--- src/rtl/rtc_bus_pkg.sv ---
// Shared definitions for the RTC parallel-bus cycle engine: phase encoding,
// RTC register map and the per-phase counter reload helper.
package rtc_bus_pkg;

    typedef logic [2:0] state_t;

    // Address and data phases share SETUP/ACT/HOLD; a separate flag selects which one is running.
    localparam state_t ST_IDLE  = 3'd0;
    localparam state_t ST_SETUP = 3'd1;
    localparam state_t ST_ACT   = 3'd2;
    localparam state_t ST_HOLD  = 3'd3;
    localparam state_t ST_GAP   = 3'd4;
    localparam state_t ST_DONE  = 3'd5;

    localparam logic [7:0] SEG      = 8'h21;
    localparam logic [7:0] MIN      = 8'h22;
    localparam logic [7:0] HORA     = 8'h23;
    localparam logic [7:0] DIA      = 8'h24;
    localparam logic [7:0] MES      = 8'h25;
    localparam logic [7:0] ANIO     = 8'h26;
    localparam logic [7:0] SEG_TIM  = 8'h41;
    localparam logic [7:0] MIN_TIM  = 8'h42;
    localparam logic [7:0] HORA_TIM = 8'h43;
    localparam logic [7:0] COM_CYT  = 8'hF0;

    function automatic logic [7:0] phase_load(input state_t st, input logic [7:0] t_act,
                                              input logic [7:0] t_hold, input logic [7:0] t_gap);
        case (st)
            ST_ACT:  return t_act - 8'd1;
            ST_HOLD: return t_hold - 8'd1;
            ST_GAP:  return t_gap - 8'd1;
            default: return 8'd0;
        endcase
    endfunction

endpackage

--- src/rtl/rtc_phase_timer.sv ---
// Loadable 8-bit down-counter that parks at zero; the zero flag ends the current bus phase.
module rtc_phase_timer (
    input  logic       clk,
    input  logic       reset,
    input  logic       load,
    input  logic [7:0] load_value,
    output logic       zero
);

    logic [7:0] count;

    always_ff @(posedge clk) begin
        if (reset) begin
            count <= 8'd0;
        end else if (load) begin
            count <= load_value;
        end else if (count != 8'd0) begin
            count <= count - 8'd1;
        end
    end

    assign zero = (count == 8'd0);

endmodule

--- src/rtl/rtc_bus_cycle.sv ---
// One complete multiplexed address+data access on the RTC parallel bus per accepted start.
// Every bus output is registered from the next-state decode, so pins change cleanly on the clock.
module rtc_bus_cycle
    import rtc_bus_pkg::*;
#(
    parameter int T_ACT  = 10,
    parameter int T_HOLD = 3,
    parameter int T_GAP  = 4
) (
    input  logic       clk,
    input  logic       reset,
    input  logic       start,
    input  logic       is_read,
    input  logic [7:0] addr,
    input  logic [7:0] wdata,
    input  logic [7:0] ad_in,
    output logic [7:0] ad_out,
    output logic       ad_oe,
    output logic       a_d,
    output logic       cs,
    output logic       rd,
    output logic       wr,
    output logic [7:0] rdata,
    output logic       busy,
    output logic       done
);

    state_t     state, state_nxt;
    logic       data_phase, data_phase_nxt;
    logic       read_q;
    logic [7:0] addr_q, wdata_q;
    logic       phase_zero;
    logic       accept;
    logic       read_sel;
    logic [7:0] addr_sel, wdata_sel;

    logic [7:0] ad_out_nxt;
    logic       ad_oe_nxt, a_d_nxt, cs_nxt, rd_nxt, wr_nxt, busy_nxt, done_nxt;

    assign accept    = (state == ST_IDLE) && start;
    assign read_sel  = accept ? is_read : read_q;
    assign addr_sel  = accept ? addr    : addr_q;
    assign wdata_sel = accept ? wdata   : wdata_q;

    rtc_phase_timer u_timer (
        .clk        (clk),
        .reset      (reset),
        .load       (state_nxt != state),
        .load_value (phase_load(state_nxt, 8'(T_ACT), 8'(T_HOLD), 8'(T_GAP))),
        .zero       (phase_zero)
    );

    always_comb begin
        state_nxt      = state;
        data_phase_nxt = data_phase;
        case (state)
            ST_IDLE: begin
                if (start) begin
                    state_nxt      = ST_SETUP;
                    data_phase_nxt = 1'b0;
                end
            end
            ST_SETUP: if (phase_zero) state_nxt = ST_ACT;
            ST_ACT:   if (phase_zero) state_nxt = ST_HOLD;
            ST_HOLD:  if (phase_zero) state_nxt = data_phase ? ST_DONE : ST_GAP;
            ST_GAP: begin
                if (phase_zero) begin
                    state_nxt      = ST_SETUP;
                    data_phase_nxt = 1'b1;
                end
            end
            ST_DONE:  state_nxt = ST_IDLE;
            default:  state_nxt = ST_IDLE;
        endcase
    end

    // A read data phase never drives the pad, which keeps ad_oe low whenever rd is low.
    always_comb begin
        a_d_nxt    = 1'b1;
        cs_nxt     = 1'b1;
        rd_nxt     = 1'b1;
        wr_nxt     = 1'b1;
        ad_oe_nxt  = 1'b0;
        ad_out_nxt = 8'd0;
        done_nxt   = 1'b0;
        busy_nxt   = (state_nxt != ST_IDLE);
        case (state_nxt)
            ST_SETUP, ST_ACT, ST_HOLD: begin
                a_d_nxt    = data_phase_nxt;
                ad_oe_nxt  = !data_phase_nxt || !read_sel;
                ad_out_nxt = data_phase_nxt ? wdata_sel : addr_sel;
                cs_nxt     = (state_nxt == ST_HOLD);
                if (state_nxt == ST_ACT) begin
                    if (data_phase_nxt && read_sel) rd_nxt = 1'b0;
                    else                            wr_nxt = 1'b0;
                end
            end
            ST_DONE: done_nxt = 1'b1;
            default: ;
        endcase
    end

    always_ff @(posedge clk) begin
        if (reset) begin
            state      <= ST_IDLE;
            data_phase <= 1'b0;
            read_q     <= 1'b0;
            addr_q     <= 8'd0;
            wdata_q    <= 8'd0;
        end else begin
            state      <= state_nxt;
            data_phase <= data_phase_nxt;
            if (accept) begin
                read_q  <= is_read;
                addr_q  <= addr;
                wdata_q <= wdata;
            end
        end
    end

    always_ff @(posedge clk) begin
        if (reset) begin
            a_d    <= 1'b1;
            cs     <= 1'b1;
            rd     <= 1'b1;
            wr     <= 1'b1;
            ad_oe  <= 1'b0;
            ad_out <= 8'd0;
            busy   <= 1'b0;
            done   <= 1'b0;
        end else begin
            a_d    <= a_d_nxt;
            cs     <= cs_nxt;
            rd     <= rd_nxt;
            wr     <= wr_nxt;
            ad_oe  <= ad_oe_nxt;
            ad_out <= ad_out_nxt;
            busy   <= busy_nxt;
            done   <= done_nxt;
        end
    end

    // Read data is taken on the last strobe-low cycle, while the RTC is still driving AD.
    always_ff @(posedge clk) begin
        if (reset) begin
            rdata <= 8'd0;
        end else if ((state == ST_ACT) && data_phase && read_q && phase_zero) begin
            rdata <= ad_in;
        end
    end

endmodule

--- config.mk ---
export PLATFORM = sky130hd
export DESIGN_NAME = rtc_bus_cycle
export DESIGN_NICKNAME = d
export VERILOG_FILES = /design/src/rtl/rtc_bus_pkg.sv /design/src/rtl/rtc_phase_timer.sv /design/src/rtl/rtc_bus_cycle.sv
export SDC_FILE = /design/constraint.sdc
export NUM_CORES = 1
export LEC_CHECK = 0
export ABC_AREA = 1
export BUFFER_PORTS_ARGS = -buffer_cell sky130_fd_sc_hd__buf_2
export CAP_MARGIN = 25
export CORE_UTILIZATION = 45
export DETAILED_ROUTE_END_ITERATION = 16
export PLACE_DENSITY = 0.69
export SETUP_SLACK_MARGIN = 0.02
export SKIP_CTS_REPAIR_TIMING = 1
export SYNTH_ARGS = -nofsm -noshare
export SYNTH_HDL_FRONTEND = slang
export SYNTH_HIERARCHICAL = 1
export SYNTH_SLANG_ARGS = --single-unit
--- constraint.sdc ---
create_clock -name clk -period 4.4 [get_ports clk]
set_input_delay 0.22 -clock clk [delete_from_list [all_inputs] [get_ports clk]]
set_output_delay 0.22 -clock clk [all_outputs]
set_load 0.01 [all_outputs]
* After elaboration in Yosys (flattened, before gate mapping)
Index checks and enable logic that the tools add are counted.
Storage, ports and cells: flip-flop bits (word level) 52, bits of input ports 28, output and inout bits 23, logic and storage cells 64
Cells by class: add/sub/neg operators 1, equality and inequality tests 10, mux-type cells 20, bitwise operators 2, reduce and logical (&&, ||, !) cells 16
Operators with widths (number):
- $mux W8 | 5
- $mux W3 | 5
- $pmux W3 S5 | 1
- $eq A3 B2 Y1 const B | 4
- $pmux W4 S3 | 1
- $eq A3 B3 Y1 const B | 3
- $logic_not A8 Y1 | 1
- $reduce_bool A8 Y1 | 1
- $sub A8 B1 Y8 const B | 1
- $mux W1 | 7
- $eq A3 B1 Y1 const B | 2
- $reduce_or A3 Y1 | 2
- $logic_and A1 B1 Y1 | 5
- $logic_not A3 Y1 | 1
- $ne A3 B3 Y1 | 1
- $reduce_bool A3 Y1 | 1
- $logic_not A1 Y1 | 2
- $not A1 Y1 | 2
- $pmux W1 S2 | 1
- $reduce_bool A2 Y1 | 1
- $reduce_or A2 Y1 | 1
- $logic_or A1 B1 Y1 | 1

* Logic depth before layout (Yosys ltp)
depth in word-level cells 7, gate-level depth with buffers 16, gate-level depth less buffers 16

* Cells and area by module
Netlist, hierarchy kept.
By module, submodules not included:
- rtc_bus_cycle | times used 1, cells an instance 230, area each 1744.2 um2, sequential area each 880.8 um2
- rtc_phase_timer | times used 1, cells an instance 70, area each 473.0 um2, sequential area each 160.2 um2

* Least setup slack after synthesis
No wires, ideal clock.
path kind register to register, from register u_timer.count[0], to register u_timer.count[1], library setup time 0.113 ns, arrival time 1.824 ns, required time 4.287 ns, path slack 2.463 ns, cell stages (with the launch flop) 15, path buffers 1, clock period less this slack 1.937 ns, cells stage by stage dfxtp_1 inv_1 ha_1 nand2_2 nor2_8 nand2_1 nor3_2 nor2_2 o211ai_1 buf_2 inv_2 nand2_2 inv_2 nor2_1 nor2_1
On the way: word-level cells in the longest chain between the ends 6, elaborated cells between the ends (all ways) 16
RTL lines:
- from (decl) | RTL line rtc_phase_timer.sv:10 | logic [7:0] count;
- from (signal assigned) | RTL line rtc_phase_timer.sv:16 | count <= load_value;
- from (signal assigned) | RTL line rtc_phase_timer.sv:18 | count <= count - 8'd1;
- $logic_not A8 Y1 * | RTL line rtc_phase_timer.sv:22 | assign zero = (count == 8'd0);
- net phase_zero | RTL line rtc_bus_cycle.sv:32 | logic phase_zero;
- $mux W3, on equally long branches
- $pmux W3 S5 * | RTL line rtc_bus_cycle.sv:56 | case (state)
- $eq A3 B3 Y1 / $eq A3 B2 Y1 (equally long branches) | RTL line rtc_bus_pkg.sv:28 | case (st)
- $pmux W4 S3 | RTL line rtc_bus_pkg.sv:28
- $mux W8 | RTL line rtc_phase_timer.sv:15 | end else if (load) begin
Mark *: on every way through the listed nets, which the timed path passes. The rest lies on a longest branch. The select of a mux whose other input is x is not followed. A chain may end at the register's enable or synchronous reset.

* Final worst setup path
from register u_timer.count[0], to register u_timer.count[2]
On the way: word-level cells in the longest chain between the ends 5, elaborated cells between the ends (all ways) 12
RTL lines:
- $logic_not A8 Y1 * | RTL line rtc_phase_timer.sv:22
- net phase_zero | RTL line rtc_bus_cycle.sv:32
- $mux W3, on equally long branches
- $pmux W3 S5 * | RTL line rtc_bus_cycle.sv:56
- $ne A3 B3 Y1 * | RTL line rtc_bus_cycle.sv:48 | .load (state_nxt != state),
- $mux W8 / $reduce_bool A2 Y1 (equally long branches)
Marked as above.

==> run_results.csv <==
group,metric,value,unit
timing,max_freq,0.427,GHz
setup_path,rr_startpoint,"u_timer/count[0]",
finish,final_util,55.2,%
yosys,ys_types,30,
pwr,ir_drop,0.000270,V
floorplan,dieArea,5210,µm²
placement,dp_hpwl,3130,µm
setup_path,critPathMaxFanout,11,
floorplan,die_w,72.2,µm
setup_path,cp_num_buf_inv,3,
placement,gp_congestion,0.814,
yosys,ys_ff_latch,52,
pwr,p_sw,0.566,mW
setup_path,critPathLaunchType,"flip-flop",
grt,grt_pass1_vias,1706,
yosys,ys_seq_area_share,47.0,%
yosys,syn_inst,300,
yosys,synthTopCellsByArea,"dfxtp_1 (47%), nor2_1 (9.8%), nand2_1 (8.8%)",
yosys,ys_warn_count,6,
worst_hold_path,worst_hold_path_type,"input pin to flip-flop",
grt,grt_use_total,19.0,%
setup_path,cp_top_family,"simple AND/OR/NAND/NOR gates",
setup_path,arrival,2.57,ns
cts,cts_max_level,2,
cts,cts.clk_slew.worst_paths,0.09,ns
floorplan,floorplan.initialDensity,46.9,%
setup_path,crit_path_end_kind,"flip-flop",
cts,cts.sinks,52,
grt,antenna_found_initial,0,
route,routedWlPerCell,10.6,µm
grt,grt-ovfl-total,0,
yosys,yosys.area_share.simple,27.8,%
worst_hold_path,holdCritStartpoint,"wdata[7]",
setup_path,r2r_slack,2.06,ns
setup_path,critPathSlowestCell,"dfxtp_1",
pwr,p_int,0.935,mW
yosys,synth_area_per_cell,7.39,µm²
timing,tightest_slew,0.673,ns
timing,tns,0,ns
route,dr.pass1.iters,4,
yosys,synth_top_family_by_area,"simple AND/OR/NAND/NOR gates",
finish,fill_cells,478,
floorplan,pin_count,51,
timing,hold_viol,0,
job,max_cap_violations,0,
yosys,synth_compound_area_share,13.4,%
cts,insertion_delay,0.31,ns
route,ant_nets,0,
timing,slew_violations,0,
yosys,netlist_area,2220,µm²
yosys,synth_xor_area_share,1.19,%
floorplan,row_count,25,
cts,cts_buffers,5,
finish,diodes,0,
route,via_per_inst,4.55,
timing,setup_viol,0,
pwr,p_leak,1.25,nW
finish,layout.cells.most_common,"nor2_1",
pwr,switching_share,37.7,%
finish,final_cell_mix,"nor2_1 (58), nand2_1 (52), dfxtp_1 (52)",
worst_hold_path,hold_depth,3,
setup_path,max_stage_delay,0.33,ns
pwr,power_frac_seq,41.4,%
yosys,synth_top_area_share,47.0,%
floorplan,core,4720,µm²
finish,nNetsFinal,381,
yosys,synth.area.mux_share,0,%
timing,rsz0062_at_grt,"false",
yosys,synthAdderAreaFrac,0.564,%
route,drt_iter0_drc,93,
grt,grt_max_degree,33,
setup_path,reg2reg_to,"u_timer/count[2]",
grt,grt_first_pass_wirelength,7670,µm
timing,period_minus_slack,2.34,ns
setup_path,setup.worst_path.class,"flip-flop to flip-flop",
timing,fin_crit_sh,53.3,%
pwr,comb_power_share,36.8,%
floorplan,die_h,72.2,µm
timing,finalClockSkew,0.0110,ns
timing,relSlewSlack,55.0,%
setup_path,cp_cell_sequence,"inv_1, ha_1, nand2_2, nor2_8, nand2_1, nor3_2, nor2_2, o211ai_1, inv_2, nand2_2, inv_2, nor3_1",
finish,multi_input_area,972,µm²
setup_path,rr_worst_depth,12,
finish,seqCellArea,1040,µm²
route,drc_errors,0,
route,wirelength,4450,µm
yosys,synth_area_leader_cell,"dfxtp_1",
setup_path,worstPathRequired,4.63,ns
finish,drive_gt1_share,21.8,%
finish,area.growth.synth_to_final,17.7,%
cts,root_buffer,"clkbuf_8",
cts,cts.path.max_buffers,2,
route,vias,1909,
pwr,p_clk_share,21.9,%
pwr,powerDensity,575,nW/µm²
worst_hold_path,hold_path_end,"wdata_q[7]",
status,status,"completed",
placement,io_buffers,50,
cts,tritoncts,"yes",
[logic make-up (layout without fill, tap and decap cells)]
group           Yosys count  in the layout
compound gates           55             55
buf+inv                  49             98
fa+ha+maj                 1              1
other cells               1              5
simple gates            139            139
flops                    52             52
xor+xnor                  3              3
[registers in the layout, indices dropped and copies added, names as in the netlist]
name / count
a_d: 1
wdata_q: 8
rd: 1
ad_out: 8
state: 3
wr: 1
busy: 1
ad_oe: 1
u_timer/count: 8
done: 1
rdata: 8
addr_q: 8
cs: 1
data_phase: 1
read_q: 1
[power groups by stage]
stage                     Clock (mW)  Combinational [mW]  Sequential (mW)
after floorplan                    0               0.425            0.636
after global placement             0               0.544            0.629
after detailed placement           0               0.551            0.631
after CTS                      0.337               0.556            0.621
after global routing           0.360               0.641            0.632
final                          0.328               0.552            0.621
[worst reg2reg max path: stages (launching register included)]
cell and delay [ns]:
dfxtp_1 0.33, inv_1 0.14, ha_1 0.24, nand2_2 0.12
nor2_8 0.21, nand2_1 0.09, nor3_2 0.19, nor2_2 0.09
o211ai_1 0.31, inv_2 0.15, nand2_2 0.14, inv_2 0.05
nor3_1 0.21
[cell usage after synthesis (all sizes together)]
cell type,instances
o211ai,2
xor2,1
xnor2,2
conb,1
nand3b,1
a211oi,1
nor3,5
buf,5
nand4,3
nor2,63
a21oi,17
ha,1
nand2,56
dfxtp,52
clkbuf,4
nand3,11
inv,40
o21ai,35
[per-layer routing]
metal	vias up	global-route usage (%)	share of wire (%)
li1	1037	-	-
met1	836	23.7	47
met2	31	30.7	46
met3	5	6.39	5.2
met4	0	6.54	1.3
met5	-	0	0
[through the flow]
stage	std cells	instance area, µm²	hold WS (ns)	worst slack (ns)	total power, mW
6_report	420	2610	0.147	2.06	1.50
5_1_grt	420	2610	0.150	1.73	1.63
2_1_floorplan	304	2230	0.289	2.46	1.06
3_5_place_dp	412	2500	0.433	2.09	1.18
3_3_place_gp	412	2500	0.431	2.23	1.17
4_1_cts	420	2610	0.149	2.07	1.51
[worst max-delay path by stage]
stage | start | endpoint | slack, ns | depth (start not counted)
after global placement | u_timer/count[0] | u_timer/count[1] | 2.23 | 15
after detailed placement | u_timer/count[0] | u_timer/count[2] | 2.09 | 12
after floorplan | u_timer/count[0] | u_timer/count[1] | 2.46 | 14
final | u_timer/count[0] | u_timer/count[2] | 2.06 | 12
after global routing | u_timer/count[0] | u_timer/count[2] | 1.73 | 12
after CTS | u_timer/count[0] | u_timer/count[2] | 2.07 | 12
[area by class of cell]
| class | count | share of cell area [%] |
|---|---|---|
| Sequential cell | 52 | 39.9 |
| Inverter | 40 | 5.76 |
| Clock inverter | 2 | 1.49 |
| Multi-Input combinational cell | 203 | 37.3 |
| Tap cell | 67 | 3.21 |
| Clock buffer | 6 | 2.78 |
| Timing Repair Buffer | 50 | 9.59 |
No activity file was read; power rests on OpenSTA's default activity.
